$ cat config.mk
export PLATFORM = sky130hd
export DESIGN_NAME = pic_seq_ctl
export DESIGN_NICKNAME = d
export VERILOG_FILES = /design/src/rtl/pic_seq_ctl.sv
export SDC_FILE = /design/constraint.sdc
export NUM_CORES = 1
export LEC_CHECK = 0
export CAP_MARGIN = 20
export CORE_ASPECT_RATIO = 1.75
export CORE_MARGIN = 2
export CORE_UTILIZATION = 53
export DETAILED_ROUTE_END_ITERATION = 6
export PLACE_DENSITY = 0.87
export SETUP_SLACK_MARGIN = 0.2
export SLEW_MARGIN = 5
export SYNTH_ARGS = -nofsm -noshare
export SYNTH_HDL_FRONTEND = slang
export SYNTH_SLANG_ARGS = --single-unit
$ cat constraint.sdc
create_clock -name clk_4M -period 2.15 [get_ports clk_4M]
set_input_delay 0.5375 -clock clk_4M [delete_from_list [all_inputs] [get_ports clk_4M]]
set_output_delay 0.5375 -clock clk_4M [all_outputs]
set_load 0.02 [all_outputs]
$ cat src/rtl/pic_seq_ctl.sv
// pic_seq_ctl: frame sequencer for the SD picture frame.
// Initialises the SD and LCD SPI blocks, streams BLK_PER_FRAME SD blocks of
// the current image into the LCD, then waits for a UART command. Adds
// wrap-around image indexing, optional slideshow auto-advance and a
// begin/busy handshake watchdog.
// Ports:
//   clk_4M, rst                 clock, synchronous active-high reset
//   SD_if_*  (out)              SD op selects, begin, end_of_frame, block address
//   SD_if_busy (in)             SD interface busy
//   LCD_if_* (out)              LCD op selects, begin, end_of_frame
//   LCD_if_busy (in)            LCD interface busy
//   ctl_incr/decr/valid (in)    UART command; ctl_ready (out) accept pulse
//   img_idx (out)               current image index
//   sys_wait_led (out)          high while waiting for a command
//   err_pulse (out)             one-cycle pulse on watchdog expiry
module pic_seq_ctl #(
  parameter int unsigned BLK_PER_FRAME = 300,
  parameter int unsigned IMG_COUNT     = 16,
  parameter int unsigned BASE_BLK      = 0,
  parameter int unsigned ADDR_W        = 32,
  parameter int unsigned AUTO_ADV      = 0,
  parameter int unsigned ACK_TO        = 4096
) (
  input  logic                         clk_4M,
  input  logic                         rst,
  output logic                         SD_if_init,
  output logic                         SD_if_send_rd_cmd,
  output logic                         SD_if_stream,
  output logic                         SD_if_crc,
  output logic                         SD_if_end_of_frame,
  output logic                         SD_if_begin,
  output logic [ADDR_W-1:0]            SD_if_blk_addr,
  input  logic                         SD_if_busy,
  output logic                         LCD_if_init,
  output logic                         LCD_if_send_px_cmd,
  output logic                         LCD_if_stream,
  output logic                         LCD_if_end_of_frame,
  output logic                         LCD_if_begin,
  input  logic                         LCD_if_busy,
  input  logic                         ctl_incr,
  input  logic                         ctl_decr,
  input  logic                         ctl_valid,
  output logic                         ctl_ready,
  output logic [$clog2(IMG_COUNT)-1:0] img_idx,
  output logic                         sys_wait_led,
  output logic                         err_pulse
);

  localparam int unsigned IDX_W = $clog2(IMG_COUNT);
  localparam int unsigned OFS_W = $clog2(BLK_PER_FRAME + 1);
  localparam int unsigned AA_W  = (AUTO_ADV > 1) ? $clog2(AUTO_ADV) : 1;
  localparam int unsigned WD_W  = (ACK_TO > 1) ? $clog2(ACK_TO) : 1;

  localparam logic [IDX_W-1:0]  IDX_LAST   = IDX_W'(IMG_COUNT - 1);
  localparam logic [OFS_W-1:0]  OFS_LAST   = OFS_W'(BLK_PER_FRAME - 1);
  localparam logic [AA_W-1:0]   AA_LAST    = AA_W'(AUTO_ADV - 1);
  localparam logic [WD_W-1:0]   WD_LAST    = WD_W'(ACK_TO - 1);
  localparam logic [ADDR_W-1:0] BASE_FIRST = ADDR_W'(BASE_BLK);
  // Base of the last image, folded at elaboration so no multiplier is built.
  localparam logic [ADDR_W-1:0] BASE_LAST  = ADDR_W'(BASE_BLK + (IMG_COUNT - 1) * BLK_PER_FRAME);
  localparam logic [ADDR_W-1:0] FRAME_STEP = ADDR_W'(BLK_PER_FRAME);

  typedef enum logic [2:0] {
    S_INIT, S_OFS_RST, S_RD_CMD, S_STREAM, S_CRC, S_WAIT, S_IDX_MOD
  } state_t;

  state_t             r_state;
  logic               r_start;
  logic               r_sd_init, r_sd_rd, r_sd_stream, r_sd_crc, r_sd_eof, r_sd_begin;
  logic               r_lcd_init, r_lcd_px, r_lcd_stream, r_lcd_eof, r_lcd_begin;
  logic               r_ctl_ready, r_wait_led, r_err, r_dir_incr;
  logic               r_sd_busy, r_lcd_busy, r_incr, r_decr, r_valid;
  logic [IDX_W-1:0]   r_img_idx;
  logic [ADDR_W-1:0]  r_img_base, r_blk_addr;
  logic [OFS_W-1:0]   r_blk_offset;
  logic [AA_W-1:0]    r_aa_cnt;
  logic [WD_W-1:0]    r_wd_cnt;

  logic w_any_begin, w_wd_fire, w_step_done;

  assign w_any_begin = r_sd_begin | r_lcd_begin;
  assign w_wd_fire   = (ACK_TO != 0) && w_any_begin && (r_wd_cnt == WD_LAST);
  // An interface not used in this step idles with begin=0, busy=0 and counts as done.
  assign w_step_done = !r_sd_begin && !r_sd_busy && !r_lcd_begin && !r_lcd_busy;

  // Input synchroniser / single registration stage.
  always_ff @(posedge clk_4M) begin
    if (rst) begin
      r_sd_busy  <= 1'b0;
      r_lcd_busy <= 1'b0;
      r_incr     <= 1'b0;
      r_decr     <= 1'b0;
      r_valid    <= 1'b0;
    end else begin
      r_sd_busy  <= SD_if_busy;
      r_lcd_busy <= LCD_if_busy;
      r_incr     <= ctl_incr;
      r_decr     <= ctl_decr;
      r_valid    <= ctl_valid;
    end
  end

  // Sequencer FSM with registered outputs; r_start marks the issue cycle of a step.
  always_ff @(posedge clk_4M) begin
    if (rst) begin
      r_state      <= S_INIT;
      r_start      <= 1'b1;
      r_sd_init    <= 1'b0;
      r_sd_rd      <= 1'b0;
      r_sd_stream  <= 1'b0;
      r_sd_crc     <= 1'b0;
      r_sd_eof     <= 1'b0;
      r_sd_begin   <= 1'b0;
      r_lcd_init   <= 1'b0;
      r_lcd_px     <= 1'b0;
      r_lcd_stream <= 1'b0;
      r_lcd_eof    <= 1'b0;
      r_lcd_begin  <= 1'b0;
      r_ctl_ready  <= 1'b0;
      r_wait_led   <= 1'b0;
      r_err        <= 1'b0;
      r_dir_incr   <= 1'b0;
      r_img_idx    <= '0;
      r_img_base   <= BASE_FIRST;
      r_blk_addr   <= '0;
      r_blk_offset <= '0;
      r_aa_cnt     <= '0;
      r_wd_cnt     <= '0;
    end else begin
      r_ctl_ready <= 1'b0;
      r_err       <= 1'b0;

      if (w_any_begin) r_wd_cnt <= r_wd_cnt + WD_W'(1);
      else             r_wd_cnt <= '0;

      if (w_wd_fire) begin
        // Abort the stuck handshake and restart from interface init.
        r_err        <= 1'b1;
        r_wd_cnt     <= '0;
        r_state      <= S_INIT;
        r_start      <= 1'b1;
        r_sd_init    <= 1'b0;
        r_sd_rd      <= 1'b0;
        r_sd_stream  <= 1'b0;
        r_sd_crc     <= 1'b0;
        r_sd_eof     <= 1'b0;
        r_sd_begin   <= 1'b0;
        r_lcd_init   <= 1'b0;
        r_lcd_px     <= 1'b0;
        r_lcd_stream <= 1'b0;
        r_lcd_eof    <= 1'b0;
        r_lcd_begin  <= 1'b0;
      end else begin
        case (r_state)
          S_INIT, S_RD_CMD, S_STREAM, S_CRC: begin
            if (r_start) begin
              r_start    <= 1'b0;
              r_sd_begin <= 1'b1;
              case (r_state)
                S_INIT: begin
                  r_sd_init   <= 1'b1;
                  r_lcd_init  <= 1'b1;
                  r_lcd_begin <= 1'b1;
                end
                S_RD_CMD: begin
                  r_sd_rd <= 1'b1;
                  if (r_blk_offset == '0) begin
                    r_lcd_px    <= 1'b1;
                    r_lcd_begin <= 1'b1;
                  end
                end
                S_STREAM: begin
                  r_sd_stream  <= 1'b1;
                  r_lcd_stream <= 1'b1;
                  r_lcd_begin  <= 1'b1;
                  r_sd_eof     <= (r_blk_offset == OFS_LAST);
                  r_lcd_eof    <= (r_blk_offset == OFS_LAST);
                end
                default: r_sd_crc <= 1'b1;
              endcase
            end else begin
              if (r_sd_begin && r_sd_busy)   r_sd_begin  <= 1'b0;
              if (r_lcd_begin && r_lcd_busy) r_lcd_begin <= 1'b0;
              if (w_step_done) begin
                r_sd_init    <= 1'b0;
                r_sd_rd      <= 1'b0;
                r_sd_stream  <= 1'b0;
                r_sd_crc     <= 1'b0;
                r_sd_eof     <= 1'b0;
                r_lcd_init   <= 1'b0;
                r_lcd_px     <= 1'b0;
                r_lcd_stream <= 1'b0;
                r_lcd_eof    <= 1'b0;
                r_start      <= 1'b1;
                case (r_state)
                  S_INIT:   r_state <= S_OFS_RST;
                  S_RD_CMD: r_state <= S_STREAM;
                  S_STREAM: r_state <= S_CRC;
                  default: begin
                    r_blk_offset <= r_blk_offset + OFS_W'(1);
                    r_blk_addr   <= r_blk_addr + ADDR_W'(1);
                    if (r_blk_offset == OFS_LAST) begin
                      r_state    <= S_WAIT;
                      r_wait_led <= 1'b1;
                      r_aa_cnt   <= '0;
                    end else begin
                      r_state <= S_RD_CMD;
                    end
                  end
                endcase
              end
            end
          end
          S_OFS_RST: begin
            r_blk_offset <= '0;
            r_blk_addr   <= r_img_base;
            r_state      <= S_RD_CMD;
            r_start      <= 1'b1;
          end
          S_WAIT: begin
            if (r_valid) begin
              r_ctl_ready <= 1'b1;
              r_wait_led  <= 1'b0;
              if (r_incr ^ r_decr) begin
                r_dir_incr <= r_incr;
                r_state    <= S_IDX_MOD;
              end else begin
                r_state <= S_OFS_RST;
              end
            end else if ((AUTO_ADV != 0) && (r_aa_cnt == AA_LAST)) begin
              r_dir_incr <= 1'b1;
              r_wait_led <= 1'b0;
              r_state    <= S_IDX_MOD;
            end else begin
              r_aa_cnt <= r_aa_cnt + AA_W'(1);
            end
          end
          S_IDX_MOD: begin
            if (r_dir_incr) begin
              if (r_img_idx == IDX_LAST) begin
                r_img_idx  <= '0;
                r_img_base <= BASE_FIRST;
              end else begin
                r_img_idx  <= r_img_idx + IDX_W'(1);
                r_img_base <= r_img_base + FRAME_STEP;
              end
            end else begin
              if (r_img_idx == '0) begin
                r_img_idx  <= IDX_LAST;
                r_img_base <= BASE_LAST;
              end else begin
                r_img_idx  <= r_img_idx - IDX_W'(1);
                r_img_base <= r_img_base - FRAME_STEP;
              end
            end
            r_state <= S_OFS_RST;
          end
          default: begin
            r_state <= S_INIT;
            r_start <= 1'b1;
          end
        endcase
      end
    end
  end

  assign SD_if_init          = r_sd_init;
  assign SD_if_send_rd_cmd   = r_sd_rd;
  assign SD_if_stream        = r_sd_stream;
  assign SD_if_crc           = r_sd_crc;
  assign SD_if_end_of_frame  = r_sd_eof;
  assign SD_if_begin         = r_sd_begin;
  assign SD_if_blk_addr      = r_blk_addr;
  assign LCD_if_init         = r_lcd_init;
  assign LCD_if_send_px_cmd  = r_lcd_px;
  assign LCD_if_stream       = r_lcd_stream;
  assign LCD_if_end_of_frame = r_lcd_eof;
  assign LCD_if_begin        = r_lcd_begin;
  assign ctl_ready           = r_ctl_ready;
  assign img_idx             = r_img_idx;
  assign sys_wait_led        = r_wait_led;
  assign err_pulse           = r_err;

endmodule

==> results of run 1 <==
-- what timing repair did --
item,in CTS
gates cloned,4
gates resized for setup,114
buffers inserted,26
pin swaps,52
setup endpoints to repair,102
-- stage by stage --
stage	hold WS, ns	std cells	area, um2	setup slack, ns	TNS (ns)
floorplan	0.405	914	6860	-0.150	-0.249
detailed placement	0.439	1192	8320	-0.149	-0.415
global placement	0.412	1192	8320	-0.119	-0.203
CTS	0.481	1238	9250	-0.154	-0.199
-- metal layers --
| metal | overflow | global-route usage [%] |
|---|---|---|
| met1 | 0 | 68.6 |
| met2 | 1 | 81.7 |
| met3 | 0 | 55.3 |
| met4 | 1 | 56.7 |
| met5 | 0 | 11.9 |
-- synth_stat cells (3+ instances only) --
cell / n / area share, %
o2111ai_1: 4 / 0.52
nand2b_1: 11 / 1.0
and3_1: 15 / 1.4
dfxtp_1: 108 / 32
a22oi_1: 8 / 0.89
mux2i_1: 4 / 0.60
nor4_1: 15 / 1.4
nor2b_1: 14 / 1.3
nor3_1: 32 / 2.4
a31oi_1: 20 / 1.9
a221oi_1: 3 / 0.39
or2_2: 4 / 0.37
o32ai_1: 7 / 0.91
buf_6: 4 / 0.67
mux2_2: 5 / 0.84
a311oi_1: 9 / 1.2
a21oi_1: 75 / 5.6
nor4b_1: 3 / 0.39
clkbuf_1: 57 / 3.2
nor2_1: 98 / 5.5
xnor2_1: 14 / 1.8
buf_2: 8 / 0.60
and2_1: 5 / 0.47
buf_4: 7 / 0.78
or3_1: 13 / 1.2
a211oi_1: 16 / 1.8
inv_1: 15 / 0.84
o21a_1: 7 / 0.78
a21boi_0: 3 / 0.34
a21o_1: 10 / 1.1
nand4b_1: 3 / 0.39
xor2_1: 12 / 1.6
nand4_1: 25 / 2.3
nor3b_1: 3 / 0.34
nand2_1: 96 / 5.4
nand3_1: 36 / 2.7
or4_1: 6 / 0.67
o22ai_1: 10 / 0.93
a31o_2: 3 / 0.39
o21ai_0: 73 / 5.4
ha_1: 8 / 1.5
o31ai_1: 11 / 1.2
o211ai_1: 4 / 0.45
-- kinds of logic after synthesis --
| family | Yosys count | synth area share, % |
|---|---|---|
| AND/OR/NAND/NOR | 387 | 28.5 |
| XOR/XNOR | 26 | 3.39 |
| adder cells (fa/ha/maj) | 8 | 1.49 |
| flip-flops | 108 | 32.2 |
| AO/OA/AOI/OAI | 283 | 26.5 |
| multiplexers | 10 | 1.66 |
| buffers and inverters | 92 | 6.22 |
==> metrics.md, run 1 <==
| Metric | Value |
|---|---|
| Number of top-level pins | `57` |
| Post-synthesis cell type count | `66` |
| WEP type | `sequential cell input` |
| Hold-fix buffer count after cts | `0` |
| Stop stage | `global routing` |
| Average cell area after synthesis | `7.35 um2` |
| Area of the mapped netlist | `0.00672 mm2` |
| IO Port Bufs | `56` |
| TritonCTS buffer count | `9` |
| Initial core utilization | `54.0%` |
| Post-Synthesis Net Count | `929` |
| Async S/R FF share, synth | `0%` |
| Most used DFF post-synth | `dfxtp_1` |
| Run status | `stopped before the end` |
| H-tree level count | `3` |
| Yosys warns | `0` |
| Total clock sinks | `108` |
| Final global-route overflow total | `2` |
| FP Rows | `54` |
| Post-detailed-placement half-perimeter wirelength | `15,800 um` |
| First error | `[ERROR GRT-0232] Routing congestion too high. Check the congestion heatmap in the GUI.` |
| Die Ht | `153 um` |
| Portion of the post-synthesis area used by sequential elements | `32.2%` |
| Largest net degree at the start of global routing | `56` |
| Width of the die | `89.1 um` |
| Count of mapped cells out of synthesis | `914` |
| Number of synthesized flops with an enable pin | `0` |
| Global router's overall resource usage | `66.6%` |
| Register bit total from synthesis | `108` |
| Maximum buffer depth of the clock tree | `2` |
| Root buffer selected by CTS | `clkbuf_16` |
| Routability congestion estimate from global placement | `0.999` |
| Worst_ep grt | `r_img_base[20]$_SDFFE_PP0P_/D` |
==> inputs of run 2 (changes only) <==
- CORE_ASPECT_RATIO: 1.75 -> not set
- CORE_UTILIZATION: 53 -> 40
- PLACE_DENSITY: 0.87 -> not set
- PLACE_DENSITY_LB_ADDON: not set -> 0.15
- SETUP_SLACK_MARGIN: 0.2 -> not set
- clock period: 2.15 -> 2.8 ns (I/O delays scaled with it)
==> run 2 against run 1 <==
  * The run now ends clean
  * Synthesized area is the same
  * Synthesized cell count is the same
==> metrics.md, run 2 <==
| Metric | Value |
|---|---|
| Worst-case headroom to the max-slew limit | `44.6%` |
| Worst setup path class | `reg2reg` |
| Worst VDD drop | `445 uV` |
| Placed Cells incl. Taps | `1,155` |
| Initial antenna violation count | `0` |
| Final global-route overflow total | `0` |
| Most common cell after layout, fill and taps aside | `dfxtp_1` |
| Clock edge transition at the registers on the reported setup and hold paths | `0.07 ns` |
| Startpoint kind of the worst setup timing path | `flop` |
| Setup repair after global routing missed its margin | `false` |
| Filler Cells Inserted | `1,641` |
| Hold-fix buffer count after cts | `0` |
| Number of synthesized flops with an enable pin | `0` |
| Library cell with the highest instance count after synthesis | `dfxtp_1` |
| Clk_skew | `0.00779 ns` |
| Routability congestion estimate from global placement | `0.902` |
| Average cell area after synthesis | `7.35 um2` |
| Flip-flop count of the largest register after layout | `32` |
| Post-route DRC | `0` |
| First-pass GRT wire length | `32,200 um` |
| Slowest Stage Delay on Critical Path | `0.47 ns` |
| Post-route insts no fill | `1,171` |
| Most used DFF post-synth | `dfxtp_1` |
| Net total in the final layout | `961` |
| Cell with the largest stage delay on the worst path | `dfxtp_1` |
| Antenna diodes | `0` |
| Worst-Skew Late Latency | `0.36 ns` |
| Shortest period the worst path allows | `2.50 ns` |
| Width of the die | `134 um` |
| H-tree level count | `3` |
| Post-synthesis cell type with the largest combined area | `dfxtp_1` |
| Biggest area contributors in the synthesized netlist | `dfxtp_1 32%, a21oi_1 5.6%, nor2_1 5.5%` |
| Total count of hold-check failures in the final report | `0` |
| Number of failing setup endpoints in the final timing report | `0` |
| Setup_tns | `0 ns` |
| Vias | `6,905` |
| Post-detailed-placement half-perimeter wirelength | `13,600 um` |
| Async S/R FF share, synth | `0%` |
| Overall die area | `0.0178 mm2` |
| Period utilisation layout | `89.2%` |
| Register bit total from synthesis | `108` |
| Share of the synthesized area in the top cell type | `32.2%` |
| Post-Synthesis Net Count | `929` |
| IO Port Bufs | `56` |
| Router iterations before antenna repair | `5` |
| Seq. cell area | `0.00216 mm2` |
| Worst path required time | `3.08 ns` |
| Routed WL per cell | `17.0 um` |
| Type of element capturing the critical path | `flop` |
| Start point of the worst hold path | `r_wd_cnt[0]$_SDFF_PP0_` |
| Total area of multi-input combinational cells | `0.00416 mm2` |
| Largest net degree at the start of global routing | `48` |
| Floorplan core area | `0.0165 mm2` |
| Area of the mapped netlist | `0.00672 mm2` |
| Maximum buffer depth of the clock tree | `2` |
| Fraction of final layout cells with drive strength greater than 1 | `8.73%` |
| CTS resizes | `0` |
| Root buffer selected by CTS | `clkbuf_16` |
| Post-synthesis cell type count | `66` |
| Critical Path, Cell by Cell | `inv_1 -> ha_1 -> nand2b_1 -> a21oi_1 -> buf_4 -> o2111ai_1 -> xor2_1 -> o221a_2 -> nor3_1` |
| Remaining antenna violation count | `0` |
| Worst EP arrival | `2.78 ns` |
| Ratio of total power to cell area | `566 mW/mm2` |
| Die Ht | `134 um` |
| Worst slew pin tran | `0.830 ns` |
| Timing startpoint of the critical path | `r_img_base[3]$_SDFFE_PP0P_` |
| Run status | `complete, no violations` |
| Vias/cell | `5.90` |
| Number of top-level pins | `57` |
| Leakage | `0.00258 uW` |
| Count of mapped cells out of synthesis | `914` |
| Initial core utilization | `40.7%` |
| Crit path max fanout | `8` |
| Via count of the first global-routing pass | `6,073` |
| Worst hold slack across all endpoints | `0.461 ns` |
| Synthesis-to-finish area growth | `17.7%` |
| Most common library cells after synthesis | `108 x dfxtp_1, 98 x nor2_1, 96 x nand2_1` |
| Worst R2R Start | `r_img_base[3]$_SDFFE_PP0P_` |
| TritonCTS clock tree | `done` |
| TritonCTS buffer count | `9` |
| Yosys warns | `0` |
| Maximum Capacitance Violations | `0` |
| Total clock sinks | `108` |
| Slew Limit Fails | `0` |
| Setup bufs post-CTS | `0` |
| Total length of routed wires | `19,900 um` |
| Highest-count cells in the layout ignoring fill and taps | `108 x dfxtp_1, 97 x nor2_1, 96 x nand2_1` |
| Initial DRC count | `544` |
| FP Rows | `47` |
| Portion of the post-synthesis area used by sequential elements | `32.2%` |
| Worst min path class | `reg2reg` |
| Max frequency | `0.401 GHz` |
| Global router's overall resource usage | `22.2%` |
[run 2: cell counts after synthesis]
No cell type changed its count.
[run 2: final timing paths]
path	endpoint	slack [ns]	cells past startpoint
worst max-delay path	r_img_base[12]$_SDFFE_PP0P_	0.30	9
worst min-delay path	r_wd_cnt[0]$_SDFF_PP0_	0.46	1
worst max register to register	r_img_base[12]$_SDFFE_PP0P_	0.30	9
worst min register to register	r_wd_cnt[0]$_SDFF_PP0_	0.46	1
[run 2: area by class of cell]
cell class              instances  area share, %
clock buffers                  11           3.07
clock inverters                 5           1.66
inverters                      15          0.712
repair buffers                 98           11.2
well taps                     220           3.48
multi-input cells             714           52.6
flip-flops and latches        108           27.3
[run 2: worst max-delay path: cells and delay by family, from the launching register on]
family | cells | cell delay, ns
DFF | 1 | 0.47
AOI/OAI and AO/OA | 3 | 0.82
and+or+nand+nor | 2 | 0.34
xor gates and xnor gates | 1 | 0.18
adders and majority gates | 1 | 0.24
buffers and inverters | 2 | 0.37
[run 2: power by group]
group	total [uW]	switching, uW	internal (uW)
logic	1140	715	430
registers	1730	105	1620
clock network	1600	608	997
total	4480	1430	3050
[run 2: kinds of logic after synthesis]
logic type	after synthesis	share of synthesized area, %
AO/OA/AOI/OAI	283	26.5
XOR/XNOR	26	3.39
adder cells (fa/ha/maj)	8	1.49
buffers and inverters	92	6.22
flip-flops	108	32.2
multiplexers	10	1.66
AND/OR/NAND/NOR	387	28.5
[run 2: per-stage QoR]
stage | worst slack (ns) | power [uW] | instance area (um2) | util [%]
floorplan | 0.441 | 2530 | 6720 | -
global placement | 0.379 | 2910 | 7530 | 45.6
detailed placement | 0.296 | 2900 | 7530 | 45.6
CTS | 0.266 | 4520 | 7910 | 47.9
global route | 0.0941 | 4700 | 7910 | 47.9
finish | 0.304 | 4480 | 7910 | 47.9
[run 2: layer usage]
metal  wire length [um]  up-vias  global-route usage (%)  share of wire, %
met4                541        0                    8.04               2.7
met5                  0        -                       0                 0
met2               8820      217                    34.6                44
li1                   -     3421                       -                 -
met3               1020       31                    3.08               5.1
met1               9490     3236                    31.3                48
Power figures use the tool's default switching activity.
